===== config.mk =====
export PLATFORM = sky130hd
export DESIGN_NAME = mem_1r1w_ctrl
export DESIGN_NICKNAME = d
export VERILOG_FILES = /design/src/rtl/mem_1r1w_ctrl_pkg.sv /design/src/rtl/mem_1r1w_ctrl_arb.sv /design/src/rtl/mem_1r1w_ctrl.sv
export SDC_FILE = /design/constraint.sdc
export NUM_CORES = 1
export LEC_CHECK = 0
export ABC_AREA = 1
export CORE_ASPECT_RATIO = 1.5
export CORE_UTILIZATION = 30
export CTS_CLUSTER_DIAMETER = 200
export CTS_CLUSTER_SIZE = 25
export DETAILED_ROUTE_END_ITERATION = 16
export PLACE_DENSITY = 0.71
export SYNTH_ARGS = -nofsm -noshare
export SYNTH_HDL_FRONTEND = slang
export SYNTH_SLANG_ARGS = --single-unit

===== constraint.sdc =====
create_clock -name clock -period 2.31 [get_ports clock]
set_clock_uncertainty 0.2 [all_clocks]
set_input_delay 0.3465 -clock clock [delete_from_list [all_inputs] [get_ports clock]]
set_output_delay 0.3465 -clock clock [all_outputs]
set_load 0.01 [all_outputs]

===== src/rtl/mem_1r1w_ctrl_pkg.sv =====
// Shared types and defaults for the mem_1r1w front-end controller.
package mem_1r1w_ctrl_pkg;

  typedef enum logic {
    ST_INIT  = 1'b0,
    ST_READY = 1'b1
  } ctrl_state_t;

  localparam int DEPTH = 48;
  localparam int WIDTH = 64;
  localparam logic [WIDTH-1:0] INIT_VALUE = '0;

  function automatic logic addr_in_range(input logic [31:0] addr, input logic [31:0] depth);
    return addr < depth;
  endfunction

endpackage


===== src/rtl/mem_1r1w_ctrl_arb.sv =====
// Two-requester round-robin arbiter; priority moves to the non-granted client after each grant.
module rr_arb2 (
  input  logic       clock,
  input  logic       reset_n,
  input  logic       i_en,
  input  logic [1:0] i_req,
  output logic [1:0] o_gnt
);

  logic r_prio;  // 0: client 0 preferred on a tie

  always_comb begin
    o_gnt = 2'b00;
    if (i_en) begin
      if (i_req == 2'b11) o_gnt = r_prio ? 2'b10 : 2'b01;
      else                o_gnt = i_req;
    end
  end

  always_ff @(posedge clock or negedge reset_n) begin
    if (!reset_n)    r_prio <= 1'b0;
    else if (|o_gnt) r_prio <= o_gnt[0];
  end

endmodule


===== src/rtl/mem_1r1w_ctrl.sv =====
// Front-end for the 1R1W memory macro: init sweep, write-port round-robin, 1-cycle reads with
// write-first bypass and out-of-range protection.
//   state    | meaning
//   ST_INIT  | sweeping INIT_VALUE into every entry, clients held off
//   ST_READY | serving the read client and both write clients
module mem_1r1w_ctrl
  import mem_1r1w_ctrl_pkg::*;
#(
  parameter int DEPTH = mem_1r1w_ctrl_pkg::DEPTH,
  parameter int WIDTH = mem_1r1w_ctrl_pkg::WIDTH,
  parameter int ADDR_W = $clog2(DEPTH),
  parameter logic [WIDTH-1:0] INIT_VALUE = WIDTH'(mem_1r1w_ctrl_pkg::INIT_VALUE)
) (
  input  logic              clock,
  input  logic              reset_n,
  input  logic              clear_req,
  output logic              init_done,
  input  logic              wr0_valid,
  output logic              wr0_ready,
  input  logic [ADDR_W-1:0] wr0_addr,
  input  logic [WIDTH-1:0]  wr0_data,
  input  logic              wr1_valid,
  output logic              wr1_ready,
  input  logic [ADDR_W-1:0] wr1_addr,
  input  logic [WIDTH-1:0]  wr1_data,
  input  logic              rd_valid,
  output logic              rd_ready,
  input  logic [ADDR_W-1:0] rd_addr,
  output logic              rsp_valid,
  output logic [WIDTH-1:0]  rsp_data,
  output logic              oob_err,
  output logic [ADDR_W-1:0] mem_R0_addr,
  output logic              mem_R0_en,
  input  logic [WIDTH-1:0]  mem_R0_data,
  output logic [ADDR_W-1:0] mem_W0_addr,
  output logic              mem_W0_en,
  output logic [WIDTH-1:0]  mem_W0_data
);

  ctrl_state_t       r_state;
  logic [ADDR_W-1:0] r_cnt;
  logic              r_rsp_valid;
  logic              r_rsp_inr;
  logic              r_byp_hit;
  logic [WIDTH-1:0]  r_byp_data;
  logic [WIDTH-1:0]  r_rsp_hold;
  logic              r_oob;

  logic              w_ready;
  logic [1:0]        w_gnt;
  logic              w_wr_acc;
  logic [ADDR_W-1:0] w_wr_addr;
  logic [WIDTH-1:0]  w_wr_data;
  logic              w_wr_inr;
  logic              w_rd_acc;
  logic              w_rd_inr;
  logic              w_byp;
  logic [WIDTH-1:0]  w_rsp_mux;

  assign w_ready = (r_state == ST_READY);

  rr_arb2 u_arb (
    .clock   (clock),
    .reset_n (reset_n),
    .i_en    (w_ready),
    .i_req   ({wr1_valid, wr0_valid}),
    .o_gnt   (w_gnt)
  );

  assign wr0_ready = w_gnt[0];
  assign wr1_ready = w_gnt[1];
  assign rd_ready  = w_ready;
  assign init_done = w_ready;

  assign w_wr_acc  = |w_gnt;
  assign w_wr_addr = w_gnt[1] ? wr1_addr : wr0_addr;
  assign w_wr_data = w_gnt[1] ? wr1_data : wr0_data;
  assign w_wr_inr  = addr_in_range(32'(w_wr_addr), 32'(DEPTH));
  assign w_rd_acc  = rd_valid & w_ready;
  assign w_rd_inr  = addr_in_range(32'(rd_addr), 32'(DEPTH));
  assign w_byp     = w_rd_acc & w_rd_inr & w_wr_acc & w_wr_inr & (rd_addr == w_wr_addr);

  assign mem_R0_en   = w_rd_acc & w_rd_inr;
  assign mem_R0_addr = rd_addr;

  // The sweep write must already be on the port for the first edge after reset release,
  // but stays off while reset is held.
  always_comb begin
    mem_W0_en   = 1'b0;
    mem_W0_addr = w_wr_addr;
    mem_W0_data = w_wr_data;
    if (r_state == ST_INIT) begin
      mem_W0_en   = reset_n;
      mem_W0_addr = r_cnt;
      mem_W0_data = INIT_VALUE;
    end else begin
      mem_W0_en   = w_wr_acc & w_wr_inr;
    end
  end

  always_ff @(posedge clock or negedge reset_n) begin
    if (!reset_n) begin
      r_state <= ST_INIT;
      r_cnt   <= '0;
    end else begin
      case (r_state)
        ST_INIT: begin
          if (r_cnt == ADDR_W'(DEPTH - 1)) begin
            r_state <= ST_READY;
            r_cnt   <= '0;
          end else begin
            r_cnt   <= r_cnt + 1'b1;
          end
        end
        ST_READY: begin
          if (clear_req) begin
            r_state <= ST_INIT;
            r_cnt   <= '0;
          end
        end
        default: begin
          r_state <= ST_INIT;
          r_cnt   <= '0;
        end
      endcase
    end
  end

  assign w_rsp_mux = !r_rsp_inr ? '0 : (r_byp_hit ? r_byp_data : mem_R0_data);
  assign rsp_valid = r_rsp_valid;
  assign rsp_data  = r_rsp_valid ? w_rsp_mux : r_rsp_hold;
  assign oob_err   = r_oob;

  // Macro data only exists in the response cycle, so it is captured to hold rsp_data afterwards.
  always_ff @(posedge clock or negedge reset_n) begin
    if (!reset_n) begin
      r_rsp_valid <= 1'b0;
      r_rsp_inr   <= 1'b0;
      r_byp_hit   <= 1'b0;
      r_byp_data  <= '0;
      r_rsp_hold  <= '0;
      r_oob       <= 1'b0;
    end else begin
      r_rsp_valid <= w_rd_acc;
      r_rsp_inr   <= w_rd_inr;
      r_byp_hit   <= w_byp;
      if (w_byp)       r_byp_data <= w_wr_data;
      if (r_rsp_valid) r_rsp_hold <= w_rsp_mux;
      if ((w_wr_acc & ~w_wr_inr) | (w_rd_acc & ~w_rd_inr)) r_oob <= 1'b1;
    end
  end

endmodule


==> out/metrics.cfg, run 1 <==
[timing]
drv_slew = 0
finalCritPeriodShare = 1.11
setup_viol = 70
setup_ws_ns = -0.244
rsz0062_at_grt = yes
min_period_ns = 2.55
max_slew_margin = 0.476
tightest_slew_ns = 0.785
fmax_ghz = 0.392
fin_setup_tns_ns = -7.55
hold_viol = 0

[hold_path]
hold-path-endpoint = u_arb.r_prio
worstHoldPathCells = 3
worstHoldStart = wr1_valid
hold_class = primary input to register

[setup_path]
rr_worst_depth = 18
worstSetupPathType = register to output pin
cp.arrival_ns = 2.01
critPathLaunchType = register
r2r_start = init_done
reg2reg_slack_ns = -0.15
crit_fanout = 7
required_ns = 1.76
end_kind = output pin
reg2reg_to = r_byp_data[28]

[synth]
synth_nets = 1330
syn_avg_cell_area_sq_um = 6.99
syn_area_sq_mm = 0.00777
netlist_instances = 1113
ys_seq_area_frac = 0.451
ys_warn_count = 0
ys_ff_latch = 140
synth.distinct_cells = 27

[cts]
cts_buffers = 17
h-tree-depth = 4
clk_latency_ns = 0.42
cts_buffer_depth = 2
clock_sinks = 140
cts_tree = built
root_buffer = clkbuf_16
clk_pin_slew_ns = 0.06

[final_layout]
final_cell_area_sq_mm = 0.0146
layout-drive-gt1-share = 0.327
syn_to_final_growth_pct = 87.2
nNetsFinal = 1839

[floorplanning]
fp.dieW_um = 133
die_area_sq_mm = 0.0266
coreArea_sq_mm = 0.0252
die_y_um = 199
ioPinCount = 364
initial_core_util = 0.308
num_rows = 71

[global_routing]
grt_pass1_wl_um = 48000
grt_max_degree = 141
grt_usage = 0.235
antenna_found_initial = 2
first_global_vias = 9163
overflow = 0

[routing]
routed_wl_um = 36100
initialDrtViolationCount = 494
vias_per_cell = 4.89
ant_nets = 0
routedWlPerCell_um = 18.4
first_pass_iters = 5
route.detailed.drc = 0
via_count = 9596

[flow_run]
drv_cap = 0

[place]
place_area_sq_mm = 0.0124
hpwlAfterDp_um = 21000
gp_congestion = 0.865
place.port_buffers = 363

[power_and_ir_drop]
power_density_mw_per_mm2 = 847
p_leak_nw = 7.76
vdd_drop_max_mv = 0.525

[status]
run_status = finished, violations left
violations = setup timing

[layout by cell type (no fill, tap or decap), drive strengths merged]
| master | instances |
|---|---|
| ha | 1 |
| clkbuf | 50 |
| o22ai | 67 |
| a22o | 1 |
| buf | 294 |
| nor2 | 132 |
| nor4 | 1 |
| or2 | 2 |
| clkdlybuf4s50 | 223 |
| o21ai | 137 |
| nor3 | 1 |
| inv | 220 |
| dlygate4sd2 | 4 |
| clkinv | 4 |
| xor2 | 3 |
| dfrtp | 140 |
| diode | 2 |
| nand3 | 85 |
| dlymetal6s2s | 3 |
| bufbuf | 2 |
| clkdlybuf4s15 | 15 |
| dlygate4sd3 | 1 |
| a31oi | 1 |
| nand2 | 236 |
| nand3b | 4 |
| o21bai | 1 |
| a21oi | 3 |
[timing repair]
item / CTS / global route
cloned: 5 / 10
setup buffers: 52 / 49
setup endpoints to repair: 144 / 203
hold endpoints to repair: 140 / 0
pin swaps: 26 / 41
hold buffers: 1 / 0
resized for setup: 483 / 409
[Yosys cell counts (all sizes together)]
cell type,number,share of area
dfrtp,140,0.45
inv,221,0.11
o21ai,137,0.088
nand3b,4,0.0039
o21bai,1,0.00097
nor3,1,0.00064
nor4,1,0.00081
nor2,132,0.064
nand2,236,0.12
a22o,1,0.0011
a21oi,3,0.0019
or2,2,0.0016
ha,1,0.0016
buf,36,0.030
o22ai,67,0.054
nand3,85,0.055
a31oi,1,0.00081
xor2,3,0.0034
clkbuf,41,0.020
[state kept, by name, indices dropped and copies added, names as in the netlist]
signal and cells:
r_rsp_inr 1, rsp_valid 1, u_arb.r_prio 1, r_cnt 6
r_rsp_hold 64, r_byp_hit 1, r_byp_data 64, init_done 1
oob_err 1
[cells by family (layout without fill, tap and decap cells)]
group | after synthesis | count (layout) | synth area share
AO/OA/AOI/OAI | 210 | 210 | 0.147
adder cells (fa/ha/maj) | 1 | 1 | 0.00161
buffers and inverters | 298 | 816 | 0.157
AND/OR/NAND/NOR | 461 | 461 | 0.241
XOR/XNOR | 3 | 3 | 0.00338
flip-flops | 140 | 140 | 0.451
other | 0 | 2 | 0
[how the worst max path moves through the flow]
stage                                  to  depth (start not counted)         start  slack (ns)
after floorplan           mem_W0_data[47]                         10     init_done        0.13
after global placement    mem_W0_data[49]                          9     wr1_valid       -0.57
after detailed placement  mem_W0_data[49]                          9     wr1_valid       -0.60
after CTS                 mem_W0_data[19]                          8     init_done       -0.51
after global routing      mem_W0_data[28]                         13     init_done       -0.33
final                     mem_W0_data[28]                         13  u_arb.r_prio       -0.24
[final cells by class]
cell class / instances / area [sq um]
sequential: 140 / 3510
timing repair buffer: 567 / 5240
fill: 2220 / 10700
inverter: 221 / 845
tap: 328 / 410
antenna: 2 / 5.00
clock buffer: 25 / 485
clock inverter: 3 / 15.0
multi-input combinational: 675 / 4050
[report_power, final]
part | switching (mW) | leakage (nW) | internal [mW]
combinational | 3.55 | 5.66 | 3.13
clock | 0.996 | 0.249 | 1.43
sequential | 0.200 | 1.85 | 3.02
total | 4.75 | 7.76 | 7.58
[metal layers]
layer  global-route usage  wire length [um]  vias up
li1                     -                 -     4483
met1                0.264             13400     4603
met2                0.418             19000      401
met3               0.0492              1960      109
met4                0.118              1820        0
met5                    0                 0        -
[metrics by stage]
| stage | power, mW | util | hold WS, ns | setup WS [ns] | std cells |
|---|---|---|---|---|---|
| floorplan | 5.56 | - | -0.149 | 0.127 | 1113 |
| global placement | 8.92 | 0.490 | 0.249 | -0.573 | 1823 |
| detailed placement | 9.02 | 0.490 | 0.255 | -0.601 | 1823 |
| CTS | 11.5 | 0.535 | 0.209 | -0.513 | 1909 |
| global route | 12.9 | 0.577 | 0.243 | -0.328 | 1961 |
| finish | 12.3 | 0.577 | 0.234 | -0.244 | 1961 |
[worst max-delay path, cell delays in order (launching register included)]
cell and delay [ns]:
dfrtp_1 0.39, inv_2 0.08, nand2_4 0.07, nand2_8 0.12, buf_6 0.14, buf_8 0.10, buf_12 0.09, buf_8 0.11
buf_6 0.09, nand2_4 0.04, o21ai_4 0.06, inv_2 0.05, nor2_2 0.08, buf_2 0.15
Power figures use the tool's default switching activity.
==> run 2, diff against run 1 <==
HOLD_SLACK_MARGIN = 0.03   (was not set)
RECOVER_POWER = 50   (was not set)
==> out/metrics.cfg, run 2 (synthesis gave the netlist of run 1 again) <==
[floorplanning]
ioPinCount = 364
num_rows = 71
die_area_sq_mm = 0.0266
initial_core_util = 0.308
fp.dieW_um = 133
coreArea_sq_mm = 0.0252
die_y_um = 199

[timing]
hold_viol = 0
worst_hold_slack_ns = 0.236
setup_viol = 104
fmax_ghz = 0.391
setup_ws_ns = -0.247
finalCritPeriodShare = 1.11
tightest_slew_ns = 0.821
drv_slew = 0
fin_setup_tns_ns = -11.23
max_slew_margin = 0.453
rsz0062_at_grt = yes
min_period_ns = 2.56

[place]
hpwlAfterDp_um = 21000
gp_congestion = 0.865
place.port_buffers = 363
place_area_sq_mm = 0.0124

[setup_path]
crit_fanout = 7
reg2reg_slack_ns = -0.15
cp.arrival_ns = 2.01
critPathLaunchType = register
end_kind = output pin
required_ns = 1.76
worstSetupPathType = register to output pin

[final_layout]
multi_input_area_sq_mm = 0.00399
top_regs = r_byp_data x64, r_rsp_hold x64, r_cnt x6
fillers = 2244
seq_area_sq_mm = 0.00350
final_cell_mix = clkdlybuf4s50_1, inv_1, nand2_1
final_common_cell = clkdlybuf4s50_1
layout-drive-gt1-share = 0.316
final_cell_area_sq_mm = 0.0145
nNetsFinal = 1839
syn_to_final_growth_pct = 86.1

[flow_run]
drv_cap = 0

[routing]
initialDrtViolationCount = 495
ant_nets = 0
routed_wl_um = 36200
via_count = 9604
routedWlPerCell_um = 18.4
first_pass_iters = 5
route.detailed.drc = 0
vias_per_cell = 4.90

[cts]
cts_tree = built
clk_latency_ns = 0.42
root_buffer = clkbuf_16
cts_buffers = 17
clk_pin_slew_ns = 0.06
clock_sinks = 140
h-tree-depth = 4
cts_buffer_depth = 2

[status]
violations = setup timing
run_status = finished, violations left

[global_routing]
grt_max_degree = 141
antenna_found_initial = 2
first_global_vias = 9163
overflow = 0
grt_usage = 0.235
grt_pass1_wl_um = 48000

[hold_path]
hold_class = primary input to register

[power_and_ir_drop]
total_power_mw = 12.3
power_density_mw_per_mm2 = 848
p_leak_nw = 7.73
vdd_drop_max_mv = 0.523

-- run 2: critical path, stage by stage (launching register included) --
cell and delay (ns):
dfrtp_1 0.39, inv_2 0.08, nand2_4 0.07, nand2_8 0.12, buf_6 0.14, buf_8 0.10, buf_12 0.09, buf_8 0.11
buf_6 0.09, nand2_4 0.04, o21ai_4 0.06, inv_2 0.05, nor2_2 0.09, buf_2 0.15
-- run 2: per-stage QoR --
| step | instances | setup WS [ns] | util |
|---|---|---|---|
| floorplan | 1113 | 0.127 | - |
| global placement | 1823 | -0.573 | 0.490 |
| detailed placement | 1823 | -0.601 | 0.490 |
| CTS | 1909 | -0.513 | 0.535 |
| global route | 1961 | -0.328 | 0.574 |
| finish | 1961 | -0.247 | 0.574 |
-- run 2: final cells by class --
type / count / share of cell area
timing repair buffer: 567 / 0.360
multi-input combinational: 675 / 0.276
sequential: 140 / 0.242
inverter: 221 / 0.0584
clock buffer: 25 / 0.0335
tap: 328 / 0.0284
clock inverter: 3 / 0.00104
antenna: 2 / 0.000346
-- run 2: path summary, 6_finish.rpt --
kind,start,depth (start not counted),endpoint
max,u_arb.r_prio,13,mem_W0_data[28]
min,wr1_valid,3,u_arb.r_prio
max reg2reg,init_done,18,r_byp_data[28]
min reg2reg,r_byp_data[26],2,r_byp_data[26]
max in group asynchronous,reset_n,3,r_byp_data[15]
min in group asynchronous,reset_n,3,r_rsp_hold[54]
-- run 2: power by group --
group          internal [mW]  total, mW  switching, mW
clock                   1.43       2.42          0.988
combinational           3.10       6.64           3.54
sequential              3.02       3.22          0.200
total                   7.55       12.3           4.72
-- run 2: timing repair --
action                     4_1_cts  5_1_grt
hold endpoints to repair       140        0
gates resized for setup        483      409
pin swaps                       26       41
hold buffers                     1        0
gates cloned                     5       10
setup endpoints to repair      144      203
setup buffers                   52       49
-- run 2: metal layers --
metal	wire length, um	track usage	up-vias
li1	-	-	4478
met1	13400	0.264	4595
met2	18900	0.418	414
met3	1930	0.0492	117
met4	1900	0.118	0
met5	0	0	-
